## src/rtl/gate_seq_pkg.sv

```systemverilog
// Shared definitions for the two-input gate exhaustive sequencer.
// State encoding and reference truth tables indexed by {gate_in1,gate_in2}.
package gate_seq_pkg;

  typedef enum logic [1:0] {
    IDLE   = 2'd0,
    SETTLE = 2'd1,
    SAMPLE = 2'd2,
    DONE   = 2'd3
  } state_e;

  localparam logic [3:0] TT_AND  = 4'b1000;
  localparam logic [3:0] TT_OR   = 4'b1110;
  localparam logic [3:0] TT_XOR  = 4'b0110;
  localparam logic [3:0] TT_NAND = 4'b0111;

endpackage

```

## src/rtl/gate_seq_settle_timer.sv

```systemverilog
// Load/count-down settle timer: after a load, expire_o is high in the
// SETTLE_CYCLES-th enabled cycle.
module gate_seq_settle_timer
  import gate_seq_pkg::*;
#(
  parameter int unsigned SETTLE_CYCLES = 3
) (
  input  logic clk,
  input  logic reset,
  input  logic load_i,
  input  logic en_i,
  output logic expire_o
);

  localparam int unsigned CW = $clog2(SETTLE_CYCLES + 1);
  localparam logic [CW-1:0] LOAD_VAL = CW'(SETTLE_CYCLES);

  logic [CW-1:0] cnt_q, cnt_d;

  always_comb begin
    cnt_d = cnt_q;
    if (load_i) begin
      cnt_d = LOAD_VAL;
    end else if (en_i && (cnt_q != '0)) begin
      cnt_d = cnt_q - 1'b1;
    end
  end

  always_ff @(posedge clk) begin
    if (reset) begin
      cnt_q <= '0;
    end else begin
      cnt_q <= cnt_d;
    end
  end

  assign expire_o = en_i && (cnt_q == CW'(1));

endmodule

```

## src/rtl/gate_exhaustive_sequencer.sv

```systemverilog
// Sweeps a two-input gate through 00,01,10,11, checks each against a latched
// truth table. Optional first-failure log under `GATE_SEQ_FAIL_LOG_EN.
module gate_exhaustive_sequencer
  import gate_seq_pkg::*;
#(
  parameter int unsigned SETTLE_CYCLES = 3,
  parameter int unsigned ERR_W         = 3
) (
  input  logic             clk,
  input  logic             reset,
  input  logic             start,
  input  logic [3:0]       expected_tt,
  output logic             gate_in1,
  output logic             gate_in2,
  input  logic             gate_out,
  output logic             busy,
  output logic             done,
  output logic             pass,
`ifdef GATE_SEQ_FAIL_LOG_EN
  output logic             first_fail_valid,
  output logic [1:0]       first_fail_vec,
`endif
  output logic [ERR_W-1:0] err_count
);

  state_e           state_q, state_d;
  logic [3:0]       tt_q, tt_d;
  logic [1:0]       vec_q, vec_d;
  logic [ERR_W-1:0] err_q, err_d;
  logic             pass_q, pass_d;
  logic             ffv_q, ffv_d;
  logic [1:0]       ffvec_q, ffvec_d;
  logic             timer_load, timer_en, timer_expire;
  logic             mismatch;

  assign mismatch = (state_q == SAMPLE) && (gate_out != tt_q[vec_q]);

  always_comb begin
    state_d    = state_q;
    tt_d       = tt_q;
    vec_d      = vec_q;
    err_d      = err_q;
    pass_d     = pass_q;
    ffv_d      = ffv_q;
    ffvec_d    = ffvec_q;
    timer_load = 1'b0;
    timer_en   = 1'b0;
    unique case (state_q)
      IDLE: begin
        if (start) begin
          tt_d       = expected_tt;
          vec_d      = '0;
          err_d      = '0;
          pass_d     = 1'b0;
          ffv_d      = 1'b0;
          ffvec_d    = '0;
          timer_load = 1'b1;
          state_d    = SETTLE;
        end
      end
      SETTLE: begin
        timer_en = 1'b1;
        if (timer_expire) state_d = SAMPLE;
      end
      SAMPLE: begin
        if (mismatch && (err_q != '1)) err_d = err_q + 1'b1;
        if (mismatch && !ffv_q) begin
          ffv_d   = 1'b1;
          ffvec_d = vec_q;
        end
        if (vec_q == 2'd3) begin
          // pass is registered on entry to DONE so it is already valid with done
          pass_d  = (err_d == '0);
          state_d = DONE;
        end else begin
          vec_d      = vec_q + 1'b1;
          timer_load = 1'b1;
          state_d    = SETTLE;
        end
      end
      DONE: state_d = IDLE;
      default: state_d = IDLE;
    endcase
  end

  always_ff @(posedge clk) begin
    if (reset) begin
      state_q <= IDLE;
      tt_q    <= '0;
      vec_q   <= '0;
      err_q   <= '0;
      pass_q  <= 1'b0;
      ffv_q   <= 1'b0;
      ffvec_q <= '0;
    end else begin
      state_q <= state_d;
      tt_q    <= tt_d;
      vec_q   <= vec_d;
      err_q   <= err_d;
      pass_q  <= pass_d;
      ffv_q   <= ffv_d;
      ffvec_q <= ffvec_d;
    end
  end

  gate_seq_settle_timer #(
    .SETTLE_CYCLES(SETTLE_CYCLES)
  ) u_timer (
    .clk     (clk),
    .reset   (reset),
    .load_i  (timer_load),
    .en_i    (timer_en),
    .expire_o(timer_expire)
  );

  assign gate_in1  = vec_q[1];
  assign gate_in2  = vec_q[0];
  assign busy      = (state_q == SETTLE) || (state_q == SAMPLE);
  assign done      = (state_q == DONE);
  assign pass      = pass_q;
  assign err_count = err_q;

`ifdef GATE_SEQ_FAIL_LOG_EN
  assign first_fail_valid = ffv_q;
  assign first_fail_vec   = ffvec_q;
`else
  logic unused_ff;
  assign unused_ff = ffv_q ^ ffvec_q[0] ^ ffvec_q[1];
`endif

endmodule

```

## config.mk

```make
export PLATFORM = sky130hd
export DESIGN_NAME = gate_exhaustive_sequencer
export DESIGN_NICKNAME = d
export VERILOG_FILES = /design/src/rtl/gate_seq_pkg.sv /design/src/rtl/gate_seq_settle_timer.sv /design/src/rtl/gate_exhaustive_sequencer.sv
export SDC_FILE = /design/constraint.sdc
export NUM_CORES = 1
export LEC_CHECK = 0
export CAP_MARGIN = 0
export CORE_MARGIN = 5
export CORE_UTILIZATION = 54
export DETAILED_ROUTE_END_ITERATION = 16
export PLACE_DENSITY = 0.82
export REMOVE_ABC_BUFFERS = 1
export SYNTH_ARGS = -nofsm -noshare
export SYNTH_HDL_FRONTEND = slang
export SYNTH_HIERARCHICAL = 1
export SYNTH_SLANG_ARGS = --single-unit
```

## constraint.sdc

```tcl
create_clock -name clk -period 4.35 [get_ports clk]
set_input_delay 0.6525 -clock clk [delete_from_list [all_inputs] [get_ports clk]]
set_output_delay 0.6525 -clock clk [all_outputs]
set_load 0.01 [all_outputs]
```

==> results of run 1 <==
## cell type report
| cell class | count | area share |
|---|---|---|
| sequential | 14 | 0.2596 |
| tap | 16 | 0.01854 |
| timing repair buffer | 15 | 0.1390 |
| clock buffer | 4 | 0.03360 |
| inverter | 7 | 0.02433 |
| multi-input combinational | 77 | 0.5249 |
## power breakdown
part,leakage [nW],total (mW),internal (mW),switching [mW]
sequential,0.114,0.178,0.154,0.0243
clock,0.0210,0.0956,0.0509,0.0447
combinational,0.283,0.238,0.102,0.136
## through the flow
step | utilization | instance area [um^2]
4_1_cts | 0.7085 | 1080
3_3_place_gp | 0.6847 | 1044
3_5_place_dp | 0.6847 | 1044
6_report | 0.7085 | 1080
5_1_grt | 0.7085 | 1080
2_1_floorplan | - | 873.3
## cells in the final DEF, fill, tap and decap left out
cell type                         netlist  layout
sky130_fd_sc_hd__nor3_1                 3       3
sky130_fd_sc_hd__nand2b_1               1       1
sky130_fd_sc_hd__and2_2                 1       1
sky130_fd_sc_hd__nand2_1                9       9
sky130_fd_sc_hd__nand4_1                3       3
sky130_fd_sc_hd__and2_1                 1       1
sky130_fd_sc_hd__o211ai_2               3       3
sky130_fd_sc_hd__clkbuf_4               0       3
sky130_fd_sc_hd__nor4b_1                1       1
sky130_fd_sc_hd__and2_4                 1       1
sky130_fd_sc_hd__nand3b_1               6       6
sky130_fd_sc_hd__a211oi_1               3       3
sky130_fd_sc_hd__ha_1                  10      10
sky130_fd_sc_hd__nand3_1                6       6
sky130_fd_sc_hd__mux4_2                 1       1
sky130_fd_sc_hd__a22oi_1                1       1
sky130_fd_sc_hd__clkbuf_8               0       1
sky130_fd_sc_hd__o21ai_0                4       4
sky130_fd_sc_hd__xor2_2                 1       1
sky130_fd_sc_hd__dfxtp_1               14      14
sky130_fd_sc_hd__a21oi_1                7       7
sky130_fd_sc_hd__nor3b_1                1       1
sky130_fd_sc_hd__or2b_1                 1       1
sky130_fd_sc_hd__nor4bb_1               2       2
sky130_fd_sc_hd__o21bai_1               1       1
sky130_fd_sc_hd__inv_1                  7       7
sky130_fd_sc_hd__clkdlybuf4s50_1        0      15
sky130_fd_sc_hd__nor2_1                 6       6
sky130_fd_sc_hd__a21o_1                 1       1
sky130_fd_sc_hd__o221ai_2               1       1
sky130_fd_sc_hd__nor2b_1                2       2
## final timing paths
check,startpoint,end,cells after the start
hold / removal,tt_q[3],tt_q[3],2
setup / recovery,state_q[0],busy,3
hold reg to reg,tt_q[3],tt_q[3],2
setup reg to reg,state_q[0],u_timer/cnt_q[1],6
## worst reg2reg max path: stages (launching register included)
cell	delay (ns)
sky130_fd_sc_hd__dfxtp_1	0.41
sky130_fd_sc_hd__inv_1	0.11
sky130_fd_sc_hd__ha_1	0.30
sky130_fd_sc_hd__nand2_1	0.20
sky130_fd_sc_hd__o21ai_0	0.23
sky130_fd_sc_hd__nor4bb_1	0.41
sky130_fd_sc_hd__a211oi_1	0.09
## registers in the layout, summed over array words and instances, names as in the netlist
name,cells
u_timer/cnt_q,2
tt_q,4
state_q,2
pass,1
vec_q,2
err_count,3
## routing by layer
metal,wire (um),global-route usage,up-vias,part of all wire
met5,0,0,-,0
met4,39,0.06809,0,0.020
met3,81,0.03254,6,0.042
met2,918,0.2490,20,0.48
met1,880,0.2130,356,0.46
li1,-,-,393,-
## cell families (layout without fill, tap and decap cells)
logic type               after synthesis  after routing
adder cells (fa/ha/maj)               10             10
multiplexers                           1              1
buffers and inverters                  9             26
flip-flops                            14             14
AND/OR/NAND/NOR                       44             44
XOR/XNOR                               1              1
AO/OA/AOI/OAI                         21             21
==> results.txt, run 1 <==
CTS tree: built
number of enable flip-flop cells after synthesis: 0
HPWL after detailed placement: 1416 um
worst slew slack as a fraction of its limit: 0.6019
GRT overflow: 0
worst path setup slack after routing: 2.098 ns
mean number of vias per cell: 5.827
Post-DRT Antenna Nets: 0
number of H-tree branching levels: 1
status: finished, final reports clean
combined area of all synthesized cells: 882.1 um^2
die height: 50.42 um
number of gates resized after cts: 0
number of diodes: 0
pin count of the biggest net entering global routing: 20
Die Footprint: 0.002542 mm^2
library cell used as clock root buffer: sky130_fd_sc_hd__clkbuf_4
critical path arrival: 1.60 ns
proportion of synthesized area in mux cells: 0.02553
overall via count from detail_route: 775
net total in the final layout: 136
fmax: 444.0 MHz
Max Cap Viol: 0
Starting DRT DRC Count: 19
Final Skew: 0.003867 ns
top post-synthesis cells by count: sky130_fd_sc_hd__dfxtp_1, sky130_fd_sc_hd__ha_1, sky130_fd_sc_hd__nand2_1
first-pass GRT wire length: 3263 um
Final setup viols: 0
RSZ-0062 raised after global routing: no
worst hold-check path type: reg2reg
length of the first detailed-routing pass in iterations: 4
clock-pin slew reported for the worst setup and hold paths after clock tree synthesis: 0.09 ns
Setup TNS Final: 0 ns
Max Transition Viols Final: 0
sequential cell area fraction in the yosys report: 0.3177
pwr/cell area: 473.6 mW/mm^2
Synth Area per Inst: 8.821 um^2
buffer and inverter count on the worst path: 2
fill cell total of the finished layout: 134
number of non-filler instances in the completed layout: 133
dominant register cell in the synthesized netlist: sky130_fd_sc_hd__dfxtp_1
CP endpoint kind: output port
layout cells sized above 1: 0.1026
via count of the first global-routing pass: 755
deepest clock path buffer count: 2
cell count after placement: 129
wire length reported by the detailed router: 1920 um
die boundary width: 50.42 um
Total Power Consumption: 511.4 uW
core region area: 0.001524 mm^2
weighted congestion reported at the end of routability-driven placement: 0.8231
DRC violations left: 0
total global routing track utilization: 0.1597
Critical-path top delay cell: sky130_fd_sc_hd__clkdlybuf4s50_1
combinational family with the most area after synthesis: simple AND/OR/NAND/NOR gates
multi-input combinational cell area: 566.8 um^2
growth of design area from synthesis to finish: 22.41%
Post-CTS Setup Bufs: 0
Crit Path Max Fanout: 5
delay-heaviest family, CP: buffers and inverters
FFs w/ async S/R, synth: 0
most frequently used cell type in the post-synthesis netlist: sky130_fd_sc_hd__dfxtp_1
chain of cells forming the critical path: inv_1 > ha_1 > clkdlybuf4s50_1
fraction of the mapped netlist area in compound gates: 0.1730
antenna violations before repair: 0
Peak supply drop: 399.9 uV
kind of critical path: reg2out
top-area cell type share of the netlist area: 0.3177
I/O Buffers: 15
leading area contributor after synthesis: sky130_fd_sc_hd__dfxtp_1
number of warnings issued by yosys: 6
post-route clock period utilization: 0.5178
post-placement worst setup slack: 2.101 ns
#FFs+latches synth: 14
hold-fix buffer count after cts: 0
post-synthesis cell count: 100
Initial Util: 0.5788
clock net sink count: 14
number of buffers inserted during clock tree synthesis: 3
top cells by area, synth: sky130_fd_sc_hd__dfxtp_1, sky130_fd_sc_hd__ha_1, sky130_fd_sc_hd__nand3b_1
number of endpoints with negative hold slack in the final report: 0
Skew-Pair Late Insertion Delay: 0.28 ns
storage element area: 280.3 um^2
Critical Path RT: 3.70 ns
r2r setup slk: 2.48 ns
slew at the pin with the worst max-slew slack: 0.5953 ns
fin crit period: 2.252 ns
Worst Hold Margin: 0.4854 ns
Wirelength per Cell: 14.44 um
Leakage Power: 0.4186 nW
Largest stage delay, worst path: 0.53 ns
num ports: 16
distinct cell type count of the synthesized netlist: 30
area share of fa/ha/maj cells after synthesis: 0.1418
number of rows created at floorplan: 14
fraction of synthesized cell area in xor and xnor cells: 0.01844
Simple-Gate Fraction of Synth Area: 0.2837
startpoint types: register
No activity file was read; power rests on OpenSTA's default activity.
==> inputs of run 2 (changes only) <==
--- a/config.mk
+++ b/config.mk
@@ -7,9 +7,9 @@
 export LEC_CHECK = 0
 export CAP_MARGIN = 0
 export CORE_MARGIN = 5
-export CORE_UTILIZATION = 54
+export CORE_UTILIZATION = 45
 export DETAILED_ROUTE_END_ITERATION = 16
-export PLACE_DENSITY = 0.82
+export PLACE_DENSITY = 0.73
 export REMOVE_ABC_BUFFERS = 1
 export SYNTH_ARGS = -nofsm -noshare
 export SYNTH_HDL_FRONTEND = slang
==> constraint.sdc (replaced) <==
create_clock -name clk -period 2 [get_ports clk]
set_input_delay 0.3 -clock clk [delete_from_list [all_inputs] [get_ports clk]]
set_output_delay 0.3 -clock clk [all_outputs]
set_load 0.01 [all_outputs]
==> run 2 against run 1 <==
Compared with the run above: global-route usage down 1.3 points; worst setup slack got worse by 2.0 ns; via count is 0.52% higher; critical endpoint unchanged; highest routed layer unchanged.
==> results.txt, run 2 (synthesized netlist as in run 1, its figures left out) <==
Critical-path top delay cell: sky130_fd_sc_hd__clkdlybuf4s50_1
register name with the most flops: tt_q
RSZ-0062 raised after global routing: no
cell count along the critical path: 3 (unchanged)
worst slew slack as a fraction of its limit: 0.6796 (+0.07775)
fin crit period: 1.867 ns
Worst Hold Margin: 0.4696 ns (-0.01580 ns)
pwr/cell area: 990.1 mW/mm^2 (+110%)
number of endpoints with negative hold slack in the final report: 0 (unchanged)
Largest stage delay, worst path: 0.53 ns (about the same)
Max Transition Viols Final: 0 (unchanged)
Skew-Pair Late Insertion Delay: 0.27 ns (about the same)
kind of critical path: reg2out
Peak supply drop: 676.8 uV (+69%)
Max Cap Viol: 0 (unchanged)
worst path setup slack after routing: 0.1332 ns (-1.965 ns)
net total in the final layout: 139 (+2.2%)
instance count along the most critical hold path: 2 (unchanged)
CP endpoint kind: output port
GRT overflow: 0 (unchanged)
clock net sink count: 14 (unchanged)
number of non-filler instances in the completed layout: 147 (+11%)
delay-heaviest family, CP: buffers and inverters
wire length reported by the detailed router: 1884 um (-1.9%)
startpoint types: register
most common library cell in the layout ignoring fill and taps: sky130_fd_sc_hd__clkdlybuf4s50_1
overall via count from detail_route: 779 (+0.52%)
r2r setup slk: 0.20 ns (-2.28 ns)
source of the worst hold timing path: tt_q[0]
chain of cells forming the critical path: inv_1 > ha_1 > clkdlybuf4s50_1
weighted congestion reported at the end of routability-driven placement: 0.8505 (+3.3%)
die boundary width: 54.28 um (+7.7%)
layout cells sized above 1: 0.1333 (+0.03077)
pin count of the biggest net entering global routing: 18 (-10%)
fill cell total of the finished layout: 189 (+41%)
via count of the first global-routing pass: 748 (-0.93%)
Final setup viols: 0 (unchanged)
multi-input combinational cell area: 566.8 um^2 (unchanged)
RR Endpoint: pass
critical path arrival: 1.57 ns (-0.03 ns)
library cell used as clock root buffer: sky130_fd_sc_hd__clkbuf_4
antenna violations before repair: 0 (unchanged)
number of buffers inserted during clock tree synthesis: 3 (unchanged)
buffer and inverter count on the worst path: 2 (unchanged)
path depth of the worst reg2reg path: 6 (unchanged)
slew at the pin with the worst max-slew slack: 0.4795 ns (-0.1157 ns)
I/O Buffers: 15 (unchanged)
Post-DRT Antenna Nets: 0 (unchanged)
cell count after placement: 143 (+11%)
number of rows created at floorplan: 16 (+2)
num ports: 16 (unchanged)
worst min-delay path endpoint: tt_q[0]
most frequent cells in the layout: sky130_fd_sc_hd__clkdlybuf4s50_1, sky130_fd_sc_hd__dfxtp_1, sky130_fd_sc_hd__ha_1
deepest clock path buffer count: 2 (unchanged)
HPWL after detailed placement: 1460 um (+3.1%)
storage element area: 281.5 um^2 (+0.45%)
total global routing track utilization: 0.1467 (-0.01297)
post-placement worst setup slack: 0.2040 ns (-1.897 ns)
Critical Path RT: 1.70 ns (-2.00 ns)
Leakage Power: 0.4344 nW (+3.8%)
core region area: 0.001922 mm^2 (+26%)
DRC violations left: 0 (unchanged)
r2r startpoint: state_q[1]
Crit Path Max Fanout: 5 (unchanged)
CTS tree: built
Initial Util: 0.4590 (-0.1198)
Total Power Consumption: 1.106 mW (+120%)
growth of design area from synthesis to finish: 26.67%
Setup TNS Final: 0 ns (unchanged)
mean number of vias per cell: 5.299 (-9.1%)
Starting DRT DRC Count: 20 (+1)
status: finished, final reports clean
flip-flop count of the largest register after layout: 4 (unchanged)
number of diodes: 0 (unchanged)
post-route clock period utilization: 0.9334
Wirelength per Cell: 12.82 um (-11%)
die height: 54.28 um (+7.7%)
first-pass GRT wire length: 3167 um (-2.9%)
number of H-tree branching levels: 1 (unchanged)
worst hold-check path type: reg2reg
length of the first detailed-routing pass in iterations: 4 (unchanged)
Die Footprint: 0.002946 mm^2 (+16%)
Final Skew: 0.0008906 ns (-0.002976 ns)
clock-pin slew reported for the worst setup and hold paths after clock tree synthesis: 0.09 ns (about the same)
fmax: 535.7 MHz
==> run 2: cell types whose count changed in the layout (fill, tap and decap cells not counted), sizes merged <==
cell / change
buf: +3
==> run 2: worst reg2reg max path: stages (launching register included) <==
cell and delay [ns]:
sky130_fd_sc_hd__dfxtp_1 0.34, sky130_fd_sc_hd__inv_1 0.14, sky130_fd_sc_hd__ha_1 0.30, sky130_fd_sc_hd__nor2b_1 0.38, sky130_fd_sc_hd__o21bai_1 0.31, sky130_fd_sc_hd__o21ai_0 0.17, sky130_fd_sc_hd__o211ai_2 0.10
==> run 2: layer usage <==
metal,up-vias,track usage,share of wire
met3,2,0.02725,0.045
li1,399,-,-
met1,358,0.1779,0.46
met4,0,0.06639,0.012
met5,-,0,0
met2,20,0.2490,0.48
==> run 2: how the worst max path moves through the flow <==
stage	from	endpoint	slack, ns
floorplan	vec_q[0]	pass	0.39
global placement	start	pass	0.25
detailed placement	start	pass	0.20
CTS	state_q[0]	busy	0.07
global route	state_q[1]	busy	0.06
finish	state_q[1]	busy	0.13
==> run 2: power breakdown <==
group | switching, mW | total (mW) | internal [mW]
combinational | 0.291 | 0.519 | 0.228
sequential | 0.0452 | 0.382 | 0.337
clock | 0.0952 | 0.206 | 0.111
==> run 2: final cells by class <==
class | instances | share of cell area
tap | 27 | 0.03024
clock buffer | 4 | 0.03247
multi-input combinational | 77 | 0.5073
sequential | 14 | 0.2520
inverter | 7 | 0.02352
timing repair buffer | 18 | 0.1545
==> run 2: through the flow <==
step           area [um^2]  utilization
6_report              1117       0.5814
5_1_grt               1117       0.5814
4_1_cts               1116       0.5807
3_5_place_dp          1080       0.5618
3_3_place_gp          1080       0.5618
2_1_floorplan        873.3            -
==> run 2: what timing repair did <==
item | CTS | global route
resized for setup | 0 | 1
buffers inserted | 0 | 0
endpoints found under the setup margin | 0 | 1
hold buffers | 0 | 0
==> inputs of run 3 (changes only) <==
--- a/config.mk
+++ b/config.mk
@@ -9,7 +9,7 @@
 export CORE_MARGIN = 5
 export CORE_UTILIZATION = 45
 export DETAILED_ROUTE_END_ITERATION = 16
-export PLACE_DENSITY = 0.73
+export PLACE_DENSITY = 0.77
 export REMOVE_ABC_BUFFERS = 1
 export SYNTH_ARGS = -nofsm -noshare
 export SYNTH_HDL_FRONTEND = slang
==> run 3 against run 2 <==
Compared with the run above: sequential cell count is the same; first-iteration DRC count down 35%; wire length increased by 7.9%; fmax down 2.7%; clock skew rose by 0.0097 ns; non-clock buffer count stayed put; register-to-register slack better by 0.03 ns; critical endpoint unchanged; clock power about the same; die area did not move; via count grew 3.1%.
==> results.txt, run 3 (synthesized netlist as in run 1, its figures left out) <==
Crit. Startpoint: state_q[0]
antenna violations before repair: 0 (unchanged)
final design area excluding fillers: 0.001119 mm^2 (+0.11%)
worst hold-check path type: reg2reg
path depth of the worst reg2reg path: 6 (unchanged)
most frequent cells in the layout: sky130_fd_sc_hd__clkdlybuf4s50_1, sky130_fd_sc_hd__dfxtp_1, sky130_fd_sc_hd__ha_1
net switching power of the design: 441.8 uW (+2.5%)
length of the first detailed-routing pass in iterations: 4 (unchanged)
Largest stage delay, worst path: 0.53 ns (about the same)
fin crit period: 1.919 ns (+0.05222 ns)
Sw Ratio: 0.3951 (+0.005535)
most common library cell in the layout ignoring fill and taps: sky130_fd_sc_hd__clkdlybuf4s50_1
pin count of the biggest net entering global routing: 18 (unchanged)
Crit Path Max Fanout: 5 (unchanged)
Total Power Consumption: 1.118 mW (+1.1%)
critical path arrival: 1.62 ns (+0.05 ns)
Max Transition Viols Final: 0 (unchanged)
part of the power in combinational logic: 0.471 (+0.002)
worst slew slack as a fraction of its limit: 0.7066 (+0.02691)
number of H-tree branching levels: 1 (unchanged)
startpoint types: register
Setup TNS Final: 0 ns (unchanged)
Worst Hold Margin: 0.4809 ns (+0.01130 ns)
die boundary width: 54.28 um (unchanged)
deepest clock path buffer count: 2 (unchanged)
Die Footprint: 0.002946 mm^2 (unchanged)
clock net sink count: 14 (unchanged)
via count of the first global-routing pass: 808 (+8.0%)
RR Endpoint: pass
DRC violations left: 0 (unchanged)
register name with the most flops: tt_q
Clk pwr share: 0.187 (about the same)
r2r startpoint: state_q[0]
num ports: 16 (unchanged)
mean number of vias per cell: 5.463 (+3.1%)
r2r setup slk: 0.23 ns (+0.03 ns)
pwr/cell area: 999.6 mW/mm^2 (+0.96%)
met2 wire length: 1096 um (+21%)
fill cell total of the finished layout: 192 (+1.6%)
uppermost routed layer: met4
Leakage Power: 0.4356 nW (+0.27%)
I/O Buffers: 15 (unchanged)
layout cells sized above 1: 0.1333 (unchanged)
Initial Util: 0.4590 (unchanged)
number of gates resized after cts: 0 (unchanged)
number of buffers inserted during clock tree synthesis: 3 (unchanged)
Wirelength per Cell: 13.82 um (+7.9%)
slew at the pin with the worst max-slew slack: 0.4356 ns (-0.04398 ns)
wire length reported by the detailed router: 2032 um (+7.9%)
post-route clock period utilization: 0.9595 (+0.02611)
HPWL after detailed placement: 1523 um (+4.4%)
net total in the final layout: 139 (unchanged)
cell internal power dissipation: 676.3 uW (+0.16%)
delay-heaviest family, CP: buffers and inverters
kind of critical path: reg2out
Critical-path top delay cell: sky130_fd_sc_hd__clkdlybuf4s50_1
growth of design area from synthesis to finish: 26.81%
Starting DRT DRC Count: 13 (-35%)
number of endpoints with negative hold slack in the final report: 0 (unchanged)
total global routing track utilization: 0.1547 (+0.007979)
hold-fix buffer count after cts: 0 (unchanged)
die height: 54.28 um (unchanged)
Post-DRT Antenna Nets: 0 (unchanged)
buffer and inverter count on the worst path: 2 (unchanged)
RSZ-0062 raised after global routing: no
share of the core filled with cells in the final layout: 0.5820 (+0.0006510)
CP endpoint kind: output port
Post-CTS Setup Bufs: 0 (unchanged)
Max Cap Viol: 0 (unchanged)
Peak supply drop: 714.4 uV (+5.6%)
GRT overflow: 0 (unchanged)
CTS tree: built
sequential group share of total power: 0.343 (-0.002)
Critical Path RT: 1.70 ns (about the same)
end point of the critical path: busy
Final setup viols: 0 (unchanged)
cell count along the critical path: 3 (unchanged)
M1 wire length: 863 um (-0.46%)
core region area: 0.001922 mm^2 (unchanged)
placed inst area: 0.001080 mm^2 (unchanged)
fmax: 521.1 MHz (-2.7%)
first-pass GRT wire length: 3312 um (+4.6%)
overall via count from detail_route: 803 (+3.1%)
Skew-Pair Late Insertion Delay: 0.28 ns (about the same)
weighted congestion reported at the end of routability-driven placement: 0.7833 (-7.9%)
number of rows created at floorplan: 16 (unchanged)
number of diodes: 0 (unchanged)
chain of cells forming the critical path: inv_1 > ha_1 > clkdlybuf4s50_1
Final Skew: 0.01062 ns (+0.009726 ns)
flip-flop count of the largest register after layout: 4 (unchanged)
total met3 wirelength after detailed routing: 59 um (-31%)
clock-pin slew reported for the worst setup and hold paths after clock tree synthesis: 0.08 ns (about the same)
library cell used as clock root buffer: sky130_fd_sc_hd__clkbuf_4
status: finished, final reports clean
==> run 3: tightest hold or removal path, cell delays in order (launching register included) <==
cell and delay (ns):
sky130_fd_sc_hd__dfxtp_1 0.32, sky130_fd_sc_hd__nand2_1 0.06, sky130_fd_sc_hd__a21oi_1 0.06
==> run 3: worst min-delay path by stage <==
stage	start	end	slack, ns	cells after the start
floorplan	reset	state_q[1]	0.37	1
global placement	tt_q[0]	tt_q[0]	0.44	2
detailed placement	tt_q[1]	tt_q[1]	0.46	2
CTS	tt_q[1]	tt_q[1]	0.47	2
global route	tt_q[2]	tt_q[2]	0.49	2
finish	tt_q[3]	tt_q[3]	0.48	2
==> run 3: power by group through the flow <==
stage / sequential, mW / clock (mW) / combinational (mW)
2_1_floorplan: 0.379 / 0 / 0.357
4_1_cts: 0.381 / 0.212 / 0.524
5_1_grt: 0.389 / 0.232 / 0.591
3_3_place_gp: 0.383 / 0 / 0.500
6_report: 0.383 / 0.209 / 0.526
3_5_place_dp: 0.387 / 0 / 0.518
==> run 3: cell type report <==
class | count | area [um^2] | area share
Tap cell | 27 | 33.78 | 0.03020
Timing Repair Buffer | 18 | 172.7 | 0.1544
Inverter | 7 | 26.28 | 0.02349
Sequential cell | 14 | 280.3 | 0.2506
Multi-Input combinational cell | 77 | 569.3 | 0.5089
Clock buffer | 4 | 36.28 | 0.03244
==> run 3: metal layers <==
| layer | track usage | vias to the layer above |
|---|---|---|
| li1 | - | 399 |
| met1 | 0.1567 | 392 |
| met2 | 0.2968 | 10 |
| met3 | 0.04905 | 2 |
| met4 | 0.04564 | 0 |
| met5 | 0 | - |
==> run 3: per-stage QoR <==
| stage | worst slack (ns) | std cells |
|---|---|---|
| 6_report | 0.08095 | 147 |
| 3_5_place_dp | 0.1910 | 143 |
| 3_3_place_gp | 0.2463 | 143 |
| 5_1_grt | 0.01019 | 147 |
| 2_1_floorplan | 0.3937 | 98 |
| 4_1_cts | 0.06429 | 147 |
==> edit, RTL diff (config.mk and constraints of run 3) <==
Set the parameter `ERR_W` to 6 (it was 3).
--- a/src/rtl/gate_exhaustive_sequencer.sv
+++ b/src/rtl/gate_exhaustive_sequencer.sv
@@ -4,7 +4,7 @@
   import gate_seq_pkg::*;
 #(
   parameter int unsigned SETTLE_CYCLES = 3,
-  parameter int unsigned ERR_W         = 3
+  parameter int unsigned ERR_W         = 6
 ) (
   input  logic             clk,
   input  logic             reset,
Ports: changed (resized err_count); port bits go from 16 to 19. The function was not compared with the original's and may differ.
==> edit against run 3 <==
  * Non-clock buffer count grew 7
  * Sequential cell count increased by 3
  * Clock power is 8% lower
  * Routed wire length is 23% higher
  * Largest power group unchanged
  * Die area up 19%
  * Largest cell class unchanged
  * First-iteration DRC count grew to 2.7 times the old value
  * Count of clock-buffer cells in the layout shrank 1
  * Synthesized area increased by 23%
  * Final area up 22%
  * Critical path depth grew 2
  * Power is 11% higher
  * Setup slack improved by 0.030 ns
==> edit: results (changes against run 3) <==
Status
  – Outcome: completed (unchanged)

Placed design
  – DP Area: 0.00133 mm2 (was 0.00108 mm2)
  – Dpl ws: 0.127 ns (was 0.191 ns)

Synthesis
  – Synthesized area per cell: 8.47 um2 (was 8.82 um2)
  – Synth unique cells: 39 (was 30)
  – Ranking of synthesized cells by area: dfxtp_1 31%, ha_1 10%, nand3_1 4.6%, nor2_1 4.5%, a21oi_1 4.2% (was dfxtp_1 32%, ha_1 14%, nand3b_1 5.1%, o211ai_2 4.3%, a21oi_1 4.0%)

Worst setup path
  – Worst setup EP type: register (was output port)
  – Crit Path Max Fanout: 7 (was 5)
  – R2R cell count: 5 (was 6)
  – Flop2flop setup slack: 0.11 ns (was 0.23 ns)

Pwr
  – Sequential power: 0.441 mW (was 0.383 mW)
  – Maximum VDD drop: 0.807 mV (was 0.714 mV)
  – Leak: 0.516 nW (was 0.436 nW)
  – Pwr dens: 913 mW/mm2 (was 1000 mW/mm2)
  – Comb. pwr: 0.609 mW (was 0.526 mW)

Timing
  – Setup WS post-layout: 0.111 ns (was 0.0810 ns)
  – Tightest Pin Transition: 0.445 ns (was 0.436 ns)

Global routing
  – First-pass GRT wire length: 4170 um (was 3310 um)
  – Largest net degree at the start of global routing: 15 (was 18)
  – Met1 Track Usage GR: 0.187 (was 0.157)
  – Met3 Use GR: 0.0283 (was 0.0490)
  – Met2 Use GR: 0.257 (was 0.297)
  – Total track usage: 0.154 (was 0.155)

Layout
  – Final nets: 170 (was 139)
  – Fin cells: 180 (was 147)

Clock tree
  – Clk slew on worst S/H paths: 0.11 ns (was 0.08 ns)

Detailed routing
  – Mean routed wirelength per cell: 13.9 um (was 13.8 um)
  – WL met3: 118 um (was 59 um)
## edit: cell count changes after synthesis, moves of 2 or more
cell / before / now
a21oi_1: 7 / 9
mux2i_1: 0 / 2
nand2b_1: 1 / 4
o21ai_0: 4 / 6
o211ai_2: 3 / 0
nand3b_1: 6 / 1
dfxtp_1: 14 / 17
nand2_1: 9 / 11
nor2_1: 6 / 13
nand3_1: 6 / 10
clkbuf_1: 1 / 4
## edit: final cells by class
type	count	area (um2)
Fill cell	218	892
Multi-Input combinational cell	98	694
Sequential cell	17	343
Timing Repair Buffer	25	233
Tap cell	28	35.0
Inverter	8	30.0
Clock buffer	3	22.5
Clock inverter	1	5.00
## edit: cells by family (layout without fill, tap and decap cells)
logic type,Yosys count,in the layout,share of synthesized area
AND/OR/NAND/NOR,55,55,0.269
XOR/XNOR,2,2,0.0335
buffers and inverters,13,37,0.0461
flip-flops,17,17,0.314
adder cells (fa/ha/maj),9,9,0.104
multiplexers,4,4,0.0496
AO/OA/AOI/OAI,28,28,0.185
